<file path="config.mk">
export PLATFORM = sky130hd
export DESIGN_NAME = seg_share_arbiter
export DESIGN_NICKNAME = d
export VERILOG_FILES = /design/src/rtl/seg_share_arbiter_pkg.sv /design/src/rtl/seg_share_arbiter_rr_pick.sv /design/src/rtl/seg_share_arbiter.sv
export SDC_FILE = /design/constraint.sdc
export NUM_CORES = 1
export LEC_CHECK = 0
export CAP_MARGIN = 30
export CORE_MARGIN = 4
export CORE_UTILIZATION = 50
export CTS_CLUSTER_SIZE = 40
export DETAILED_ROUTE_END_ITERATION = 12
export PLACE_DENSITY = 0.85
export SLEW_MARGIN = 20
export SYNTH_ARGS = -nofsm -noshare
export SYNTH_HDL_FRONTEND = slang
export SYNTH_SLANG_ARGS = --single-unit
</file>
<file path="constraint.sdc">
create_clock -name i_clk -period 3.7 [get_ports i_clk]
set_clock_uncertainty 0.15 [all_clocks]
set_input_delay 0.74 -clock i_clk [delete_from_list [all_inputs] [get_ports i_clk]]
set_output_delay 0.74 -clock i_clk [all_outputs]
set_load 0.02 [all_outputs]
</file>
<file path="src/rtl/seg_share_arbiter_pkg.sv">
// Shared definitions for the display-sharing arbiter: FSM encodings and word sizes.
package seg_share_arbiter_pkg;

  localparam int SEG_WORD_W = 16;
  localparam int IDX_W      = 3;

  typedef enum logic [1:0] {
    ST_IDLE = 2'd0,
    ST_HOLD = 2'd1,
    ST_OPEN = 2'd2
  } seg_state_t;

endpackage

</file>
<file path="src/rtl/seg_share_arbiter_rr_pick.sv">
// Combinational round-robin picker: first set request strictly after i_last,
// wrapping, with i_last itself considered last.
module seg_share_arbiter_rr_pick
  import seg_share_arbiter_pkg::*;
#(
  parameter int N_REQ = 4
) (
  input  logic [N_REQ-1:0] i_req,
  input  logic [IDX_W-1:0] i_last,
  output logic             o_found,
  output logic [IDX_W-1:0] o_winner
);

  // Scan positions last+1 .. last+N_REQ (mod N_REQ); the first hit wins.
  always_comb begin
    o_found  = 1'b0;
    o_winner = i_last;
    for (int k = 1; k <= N_REQ; k++) begin
      for (int j = 0; j < N_REQ; j++) begin
        if (!o_found && i_req[j] && (j == ((int'(i_last) + k) % N_REQ))) begin
          o_found  = 1'b1;
          o_winner = IDX_W'(j);
        end
      end
    end
  end

endmodule

</file>
<file path="src/rtl/seg_share_arbiter.sv">
// Round-robin time-sharing of the seven-segment display between N_REQ producers,
// with a minimum on-screen hold before ownership may move to another producer.
//
//  state | meaning
//  IDLE  | nobody owns the display; data_out frozen at last shown word
//  HOLD  | owner granted, hold counter running; others may not preempt
//  OPEN  | hold served; any other requester takes over on the next edge
module seg_share_arbiter
  import seg_share_arbiter_pkg::*;
#(
  parameter int N_REQ  = 4,
  parameter int HOLD   = 16,
  parameter int HOLD_W = 16
) (
  input  logic                        i_clk,
  input  logic                        i_rst,
  input  logic [N_REQ-1:0]            i_req,
  input  logic [SEG_WORD_W*N_REQ-1:0] i_data_in,
  output logic [N_REQ-1:0]            o_grant,
  output logic [IDX_W-1:0]            o_owner,
  output logic                        o_busy,
  output logic [SEG_WORD_W-1:0]       o_data_out
);

  seg_state_t            r_state, w_state_nxt;
  logic [N_REQ-1:0]      r_grant, w_grant_nxt;
  logic [IDX_W-1:0]      r_owner, w_owner_nxt;
  logic                  r_busy, w_busy_nxt;
  logic [SEG_WORD_W-1:0] r_data_out, w_data_nxt;
  logic [HOLD_W-1:0]     r_hold_cnt, w_cnt_nxt, w_cnt_inc;

  logic [N_REQ-1:0]      w_pick_req;
  logic                  w_found;
  logic [IDX_W-1:0]      w_winner;
  logic [N_REQ-1:0]      w_win_onehot;
  logic [SEG_WORD_W-1:0] w_owner_word, w_win_word;
  logic                  w_owner_req;

  // In OPEN the current owner is masked so only a different requester can switch.
  assign w_pick_req  = (r_state == ST_OPEN) ? (i_req & ~r_grant) : i_req;
  assign w_owner_req = |(i_req & r_grant);
  assign w_cnt_inc   = (r_hold_cnt >= HOLD_W'(HOLD)) ? HOLD_W'(HOLD) : r_hold_cnt + 1'b1;

  seg_share_arbiter_rr_pick #(.N_REQ(N_REQ)) u_pick (
    .i_req    (w_pick_req),
    .i_last   (r_owner),
    .o_found  (w_found),
    .o_winner (w_winner)
  );

  // Word selection for the current owner and the prospective winner.
  always_comb begin
    w_owner_word = '0;
    w_win_word   = '0;
    w_win_onehot = '0;
    for (int i = 0; i < N_REQ; i++) begin
      if (r_owner == IDX_W'(i)) w_owner_word = i_data_in[SEG_WORD_W*i +: SEG_WORD_W];
      if (w_winner == IDX_W'(i)) begin
        w_win_word      = i_data_in[SEG_WORD_W*i +: SEG_WORD_W];
        w_win_onehot[i] = 1'b1;
      end
    end
  end

  // Next-state, grant and display-word decisions.
  always_comb begin
    w_state_nxt = r_state;
    w_grant_nxt = r_grant;
    w_owner_nxt = r_owner;
    w_busy_nxt  = r_busy;
    w_data_nxt  = r_data_out;
    w_cnt_nxt   = r_hold_cnt;
    case (r_state)
      ST_IDLE: begin
        if (w_found) begin
          w_state_nxt = ST_HOLD;
          w_grant_nxt = w_win_onehot;
          w_owner_nxt = w_winner;
          w_busy_nxt  = 1'b1;
          w_cnt_nxt   = HOLD_W'(1);
        end
      end
      ST_HOLD: begin
        if (!w_owner_req) begin
          w_state_nxt = ST_IDLE;
          w_grant_nxt = '0;
          w_busy_nxt  = 1'b0;
        end else begin
          w_data_nxt = w_owner_word;
          w_cnt_nxt  = w_cnt_inc;
          if (w_cnt_inc == HOLD_W'(HOLD)) w_state_nxt = ST_OPEN;
        end
      end
      ST_OPEN: begin
        if (w_found) begin
          w_state_nxt = ST_HOLD;
          w_grant_nxt = w_win_onehot;
          w_owner_nxt = w_winner;
          w_data_nxt  = w_win_word;
          w_cnt_nxt   = HOLD_W'(1);
        end else if (w_owner_req) begin
          w_data_nxt = w_owner_word;
        end else begin
          w_state_nxt = ST_IDLE;
          w_grant_nxt = '0;
          w_busy_nxt  = 1'b0;
        end
      end
      default: begin
        w_state_nxt = ST_IDLE;
        w_grant_nxt = '0;
        w_busy_nxt  = 1'b0;
      end
    endcase
  end

  // State and output registers; reset points the rotation so requester 0 wins first.
  always_ff @(posedge i_clk or posedge i_rst) begin
    if (i_rst) begin
      r_state    <= ST_IDLE;
      r_grant    <= '0;
      r_owner    <= IDX_W'(N_REQ - 1);
      r_busy     <= 1'b0;
      r_data_out <= '0;
      r_hold_cnt <= '0;
    end else begin
      r_state    <= w_state_nxt;
      r_grant    <= w_grant_nxt;
      r_owner    <= w_owner_nxt;
      r_busy     <= w_busy_nxt;
      r_data_out <= w_data_nxt;
      r_hold_cnt <= w_cnt_nxt;
    end
  end

  assign o_grant    = r_grant;
  assign o_owner    = r_owner;
  assign o_busy     = r_busy;
  assign o_data_out = r_data_out;

endmodule
</file>
==> flow_summary.yaml, run 1 <==
placed_design:
  dpl.hpwl_um: 6840
  gp_congestion: 0.826
  port_buffers: 93
die:
  dieArea_sq_mm: 0.00780
  die_width_um: 88.3
  core_area_sq_mm: 0.00610
  fp-row-count: 28
  initial_core_util: 0.529
  io_pins: 94
  fp.dieH_um: 88.3
logic_synthesis:
  synthTopCellsByCount: "40 x dfrtp_1, 30 x nor2b_1, 18 x mux2i_1"
  synth_most_common_cell: "dfrtp_1"
  synth_cell_type_count: 55
  synth_area_sq_mm: 0.00322
  synth_area_leaders: "dfrtp_1 31%, mux4_2 11%, nor2b_1 5.8%, mux2i_1 5.6%, a221oi_2 4.7%"
  ys_warn_count: 0
  syn-num-nets: 371
  async_reset_ff_frac: 1.00
  synth_edf_count: 0
  avgSynthCellArea_sq_um: 10.9
  yosysSeqAreaShare: 0.327
  netlist_instances: 295
  synth.largest_area_cell: "dfrtp_1"
  ys_seq_elements: 42
  netlist.area_leader.share: 0.311
  synth_top_flop_cell: "dfrtp_1"
worst_setup_path:
  critical_path_class: "reg2reg"
  critPathMaxFanout: 21
  crit_required_ps: 3700
  critPathLaunchType: "register"
  cp.arrival_ps: 3150
  end_kind: "register"
clocking:
  cts.repair.resized: 0
  cts_tree: "built"
  cts_hold_buf: 0
  cts_made_buffers: 5
  cts_setup_buffers: 0
  clk_latency_ps: 290
  clock_sinks: 42
  root_buffer: "clkbuf_8"
  clockBufferDepth: 2
  htree_levels: 2
  clk_pin_slew_ps: 80
timing:
  timing.final.crit_share: 0.853
  finalSetupViolCount: 0
  rsz0062_at_grt: "false"
  post-route-min-period_ps: 3160
  max_slew_margin: 0.487
  tightest_slew_ps: 769
  fmax_mhz: 317
  hold_violations: 0
  tns_ps: 0
  final-max-slew-violation-count: 0
detailed_routing:
  ant_nets: 0
  wirelength_um: 9120
  drc: 0
  wl_per_cell_um: 19.6
  drt_iter0_drc: 178
  dr.pass1.iters: 5
  num_vias: 2936
  viasPerCell: 6.31
pwr:
  vdd.ir_drop.worst_v: 0.000485
  leakagePower_nw: 1.78
  power_density_mw_per_mm2: 734
global_route:
  antenna_found_initial: 0
  grt_max_degree: 22
  overflow: 0
  grt_pass1_wl_um: 14600
  grt_use_total: 0.238
  grt_pass1_vias: 2936
final_layout:
  syn_to_final_growth_pct: 35.2
  drive_gt1_frac: 0.218
  num_antenna_cells: 0
  utilization: 0.715
  nets: 465
worst_hold_path:
  min_path_type: "reg2reg"
run:
  max_cap_violations: 0
status:
  status: "finished clean"
-- power by group --
group | switching [mW] | total [mW] | internal (mW) | leakage, nW
combinational | 1.07 | 2.08 | 1.02 | 1.22
sequential | 0.179 | 0.805 | 0.626 | 0.521
clock | 0.160 | 0.310 | 0.150 | 0.0472
-- metrics by stage --
step | instance area, sq um | total power [mW] | setup WS, ps | hold WS [ps] | cells
after floorplan | 3220 | 2.27 | 1190 | 315 | 295
after global placement | 4230 | 2.83 | 118 | 333 | 456
after detailed placement | 4260 | 2.89 | 304 | 342 | 457
after CTS | 4360 | 3.21 | 574 | 361 | 465
after global routing | 4360 | 3.40 | 339 | 383 | 465
final | 4360 | 3.20 | 544 | 357 | 465
-- cells in the final DEF (no fill, tap or decap), types with 3 or more instances in the layout --
master / count
o22ai_2: 11
dfrtp_1: 40
ha_1: 6
o21ai_0: 7
nor4_1: 3
a22o_1: 4
a21boi_1: 3
mux2i_1: 18
nor2b_1: 30
o22ai_1: 10
nor2_1: 9
inv_1: 12
buf_4: 13
a211oi_2: 11
a221oi_1: 6
clkbuf_8: 6
nor3b_1: 3
o21ai_1: 3
a21oi_1: 11
nand3_1: 5
a221oi_2: 10
a211oi_1: 6
mux4_2: 16
nand2_1: 13
clkdlybuf4s50_1: 93
-- worst max-delay path, stage by stage (launching register included) --
cell and delay, ps:
dfrtp_1 410, inv_1 110, ha_1 440, buf_4 220
a21bo_2 160, o22ai_1 90, a2111oi_2 610, buf_4 420
mux2i_1 290, a211oi_2 90
-- sequential cells by signal (all words and copies together) (netlist names) --
register and count:
o_data_out 16, o_busy 1, r_hold_cnt 16, o_owner 3
o_grant 4, r_state 2
-- worst paths after layout --
kind	depth (start not counted)	start	slack, ps	end
max	9	r_state[0]$_DFFE_PP0P_	540	o_data_out[9]$_DFFE_PP0P_
min	1	r_hold_cnt[7]$_DFFE_PP0P_	360	r_hold_cnt[7]$_DFFE_PP0P_
max reg2reg	9	r_state[0]$_DFFE_PP0P_	540	o_data_out[9]$_DFFE_PP0P_
min reg2reg	1	r_hold_cnt[7]$_DFFE_PP0P_	360	r_hold_cnt[7]$_DFFE_PP0P_
max in group asynchronous	4	i_rst	2170	o_data_out[15]$_DFFE_PP0P_
min in group asynchronous	2	i_rst	560	o_grant[2]$_DFFE_PP0P_
-- cells by family (layout without fill, tap and decap cells) --
kind of cell             after synthesis  in the layout  share of synthesized area
multiplexers                          35             35                      0.171
buffers and inverters                 33            128                     0.0524
AO/OA/AOI/OAI                        101            101                      0.285
adder cells (fa/ha/maj)                6              6                     0.0233
XOR/XNOR                               1              1                    0.00272
flip-flops                            42             42                      0.327
AND/OR/NAND/NOR                       77             77                      0.139
-- final cells by class --
class | count | area, sq um
flip-flops and latches | 42 | 1050
fillers | 433 | 1740
clock inverters | 2 | 12.5
inverters | 13 | 48.8
well taps | 75 | 93.8
repair buffers | 107 | 1060
multi-input cells | 220 | 2010
clock buffers | 6 | 82.6
-- layer usage --
layer  vias to the layer above  global-route usage  routed length (um)
met4                         0              0.0549                 130
met1                      1435               0.334                3920
met3                        15              0.0447                 825
li1                       1346                   -                   -
met5                         -                   0                   0
met2                       140               0.387                4230
Note: power is estimated with default switching activity, not from simulation.
==> inputs of run 2 (changes only) <==
- CORE_UTILIZATION: 50 -> 48
- CTS_BUF_LIST: unset -> sky130_fd_sc_hd__clkbuf_16
- PLACE_DENSITY: 0.85 -> 0.82
- clock period: 3.7 -> 3 ns (I/O delays scaled with it)
==> run 2 against run 1 <==
Cell count up 3.9%. Critical endpoint is now o_data_out[12]$_DFFE_PP0P_. Largest power group unchanged. Utilization down 0.34 points. Routed wire length up 4.3%. First-iteration DRC count up 3.9%. Setup slack worse by 360 ps.
==> flow_summary.yaml, run 2 (synthesized netlist as in run 1, its figures left out) <==
worst_setup_path:
  critPathLaunchType: "register"
  critical_path_class: "reg2reg"
  cp.arrival_ps: 2820
  worstReg2RegStart: "r_state[0]$_DFFE_PP0P_"
  path_cells: "inv_1 -> ha_2 -> buf_4 -> a21boi_2 -> or4_4 -> nor2_2 -> a21oi_2 -> buf_8 -> a221oi_1 -> a211oi_1"
  critical-path-top-delay-family: "simple AND/OR/NAND/NOR gates"
  crit_end: "o_data_out[12]$_DFFE_PP0P_"
  cp_slowest_cell: "or4_4"
  critPathMaxFanout: 12
  end_kind: "register"
  worst-path-stages: 10
  r2r_cells: 10
  slowest_delay_ps: 580
  r2r-end: "o_data_out[12]$_DFFE_PP0P_"
  crit_required_ps: 3000
  startpoint: "r_state[0]$_DFFE_PP0P_"
  r2r_slack_ps: 180
  path_buf_inv: 3
timing:
  tightest_slew_ps: 545
  finalSetupViolCount: 0
  rsz0062_at_grt: "false"
  final-max-slew-violation-count: 0
  timing.final.crit_share: 0.938
  post-route-min-period_ps: 2820
  fin_ws_ps: 185
  fmax_mhz: 355
  max_slew_margin: 0.636
  hold_violations: 0
global_route:
  grt_pass1_vias: 3047
  antenna_found_initial: 0
  busiest_layer: "met2"
  use_met2: 0.369
  grt_use_total: 0.233
  global_route.usage.met3: 0.0467
  grt_max_degree: 43
  overflow: 0
  use_met1: 0.339
  grt_pass1_wl_um: 15700
die:
  initial_core_util: 0.502
  core_area_sq_mm: 0.00642
  fp.dieH_um: 89.9
  io_pins: 94
  dieArea_sq_mm: 0.00809
  die_width_um: 89.9
  fp-row-count: 29
pwr:
  vdd.ir_drop.worst_v: 0.000590
  leakagePower_nw: 1.91
  power_density_mw_per_mm2: 948
detailed_routing:
  dr.pass1.iters: 5
  drc: 0
  num_vias: 2962
  wl_per_cell_um: 19.7
  drt_iter0_drc: 185
  viasPerCell: 6.13
  wirelength_um: 9500
  ant_nets: 0
clocking:
  cts_hold_buf: 0
  clock_sinks: 42
  cts_tree: "built"
  root_buffer: "clkbuf_16"
  clockBufferDepth: 2
  htree_levels: 2
  cts_made_buffers: 5
  clk_pin_slew_ps: 60
  clk_latency_ps: 280
placed_design:
  dpl.hpwl_um: 6810
  gp_congestion: 0.828
  dp.cells: 473
  dp_slack_ps: -282
  port_buffers: 93
final_layout:
  nets: 481
  num_antenna_cells: 0
  final_common_cell: "clkdlybuf4s50_1"
  drive_gt1_frac: 0.246
  fin_cells: 483
  syn_to_final_growth_pct: 41.7
  layout_common_cells: "93 x clkdlybuf4s50_1, 40 x dfrtp_1, 30 x nor2b_1, 26 x buf_4, 18 x mux2i_1"
  utilization: 0.711
status:
  status: "finished clean"
run:
  max_cap_violations: 0
worst_hold_path:
  min_path_type: "reg2reg"
==> run 2: cell count changes in the layout (fill, tap and decap cells not counted), sizes merged <==
cell / before / now
clkbuf: 6 / 5
buf: 14 / 29
inv: 12 / 13
bufbuf: 0 / 1
clkinv: 2 / 3
clkinvlp: 1 / 0
==> run 2: cell type report <==
cell class / instances / area (sq um)
sequential: 42 / 1050
clock inverter: 3 / 17.5
fill: 444 / 1850
clock buffer: 5 / 125
tap: 77 / 96.3
timing repair buffer: 123 / 1200
inverter: 13 / 48.8
multi-input combinational: 220 / 2020
==> run 2: where the power goes <==
group,switching (mW),internal (mW),total [mW]
registers,0.204,0.773,0.976
clock network,0.224,0.305,0.529
logic,1.39,1.43,2.82
total,1.82,2.51,4.33
==> run 2: worst min-delay path by stage <==
stage	startpoint	to	slack, ps	cells after the start
4_1_cts	r_hold_cnt[9]$_DFFE_PP0P_	r_hold_cnt[9]$_DFFE_PP0P_	360	1
2_1_floorplan	r_hold_cnt[11]$_DFFE_PP0P_	r_hold_cnt[11]$_DFFE_PP0P_	310	1
5_1_grt	r_hold_cnt[9]$_DFFE_PP0P_	r_hold_cnt[9]$_DFFE_PP0P_	380	1
6_report	r_hold_cnt[10]$_DFFE_PP0P_	r_hold_cnt[10]$_DFFE_PP0P_	360	1
3_3_place_gp	r_hold_cnt[10]$_DFFE_PP0P_	r_hold_cnt[10]$_DFFE_PP0P_	330	1
3_5_place_dp	r_hold_cnt[8]$_DFFE_PP0P_	r_hold_cnt[8]$_DFFE_PP0P_	340	1
==> run 2: per-stage QoR <==
step / instance area, sq um / power, mW / hold slack, ps / setup TNS, ps
2_1_floorplan: 3220 / 2.80 / 315 / 0
3_3_place_gp: 4350 / 3.58 / 335 / -2840
3_5_place_dp: 4370 / 3.68 / 341 / -3860
4_1_cts: 4530 / 4.27 / 358 / 0
5_1_grt: 4570 / 4.58 / 384 / 0
6_report: 4570 / 4.33 / 357 / 0
==> run 2: per-layer routing <==
layer  wire, um  up-vias
met3        680        4
met5          0        -
met2       4510      132
met1       4290     1457
li1           -     1369
met4         31        0
==> run 2: repair_timing <==
| action | in CTS | in global routing |
|---|---|---|
| buffers inserted | 0 | 1 |
| gates resized for setup | 2 | 2 |
| setup endpoints to repair | 16 | 16 |
| cloned | 0 | 1 |
| pin swaps | 0 | 1 |
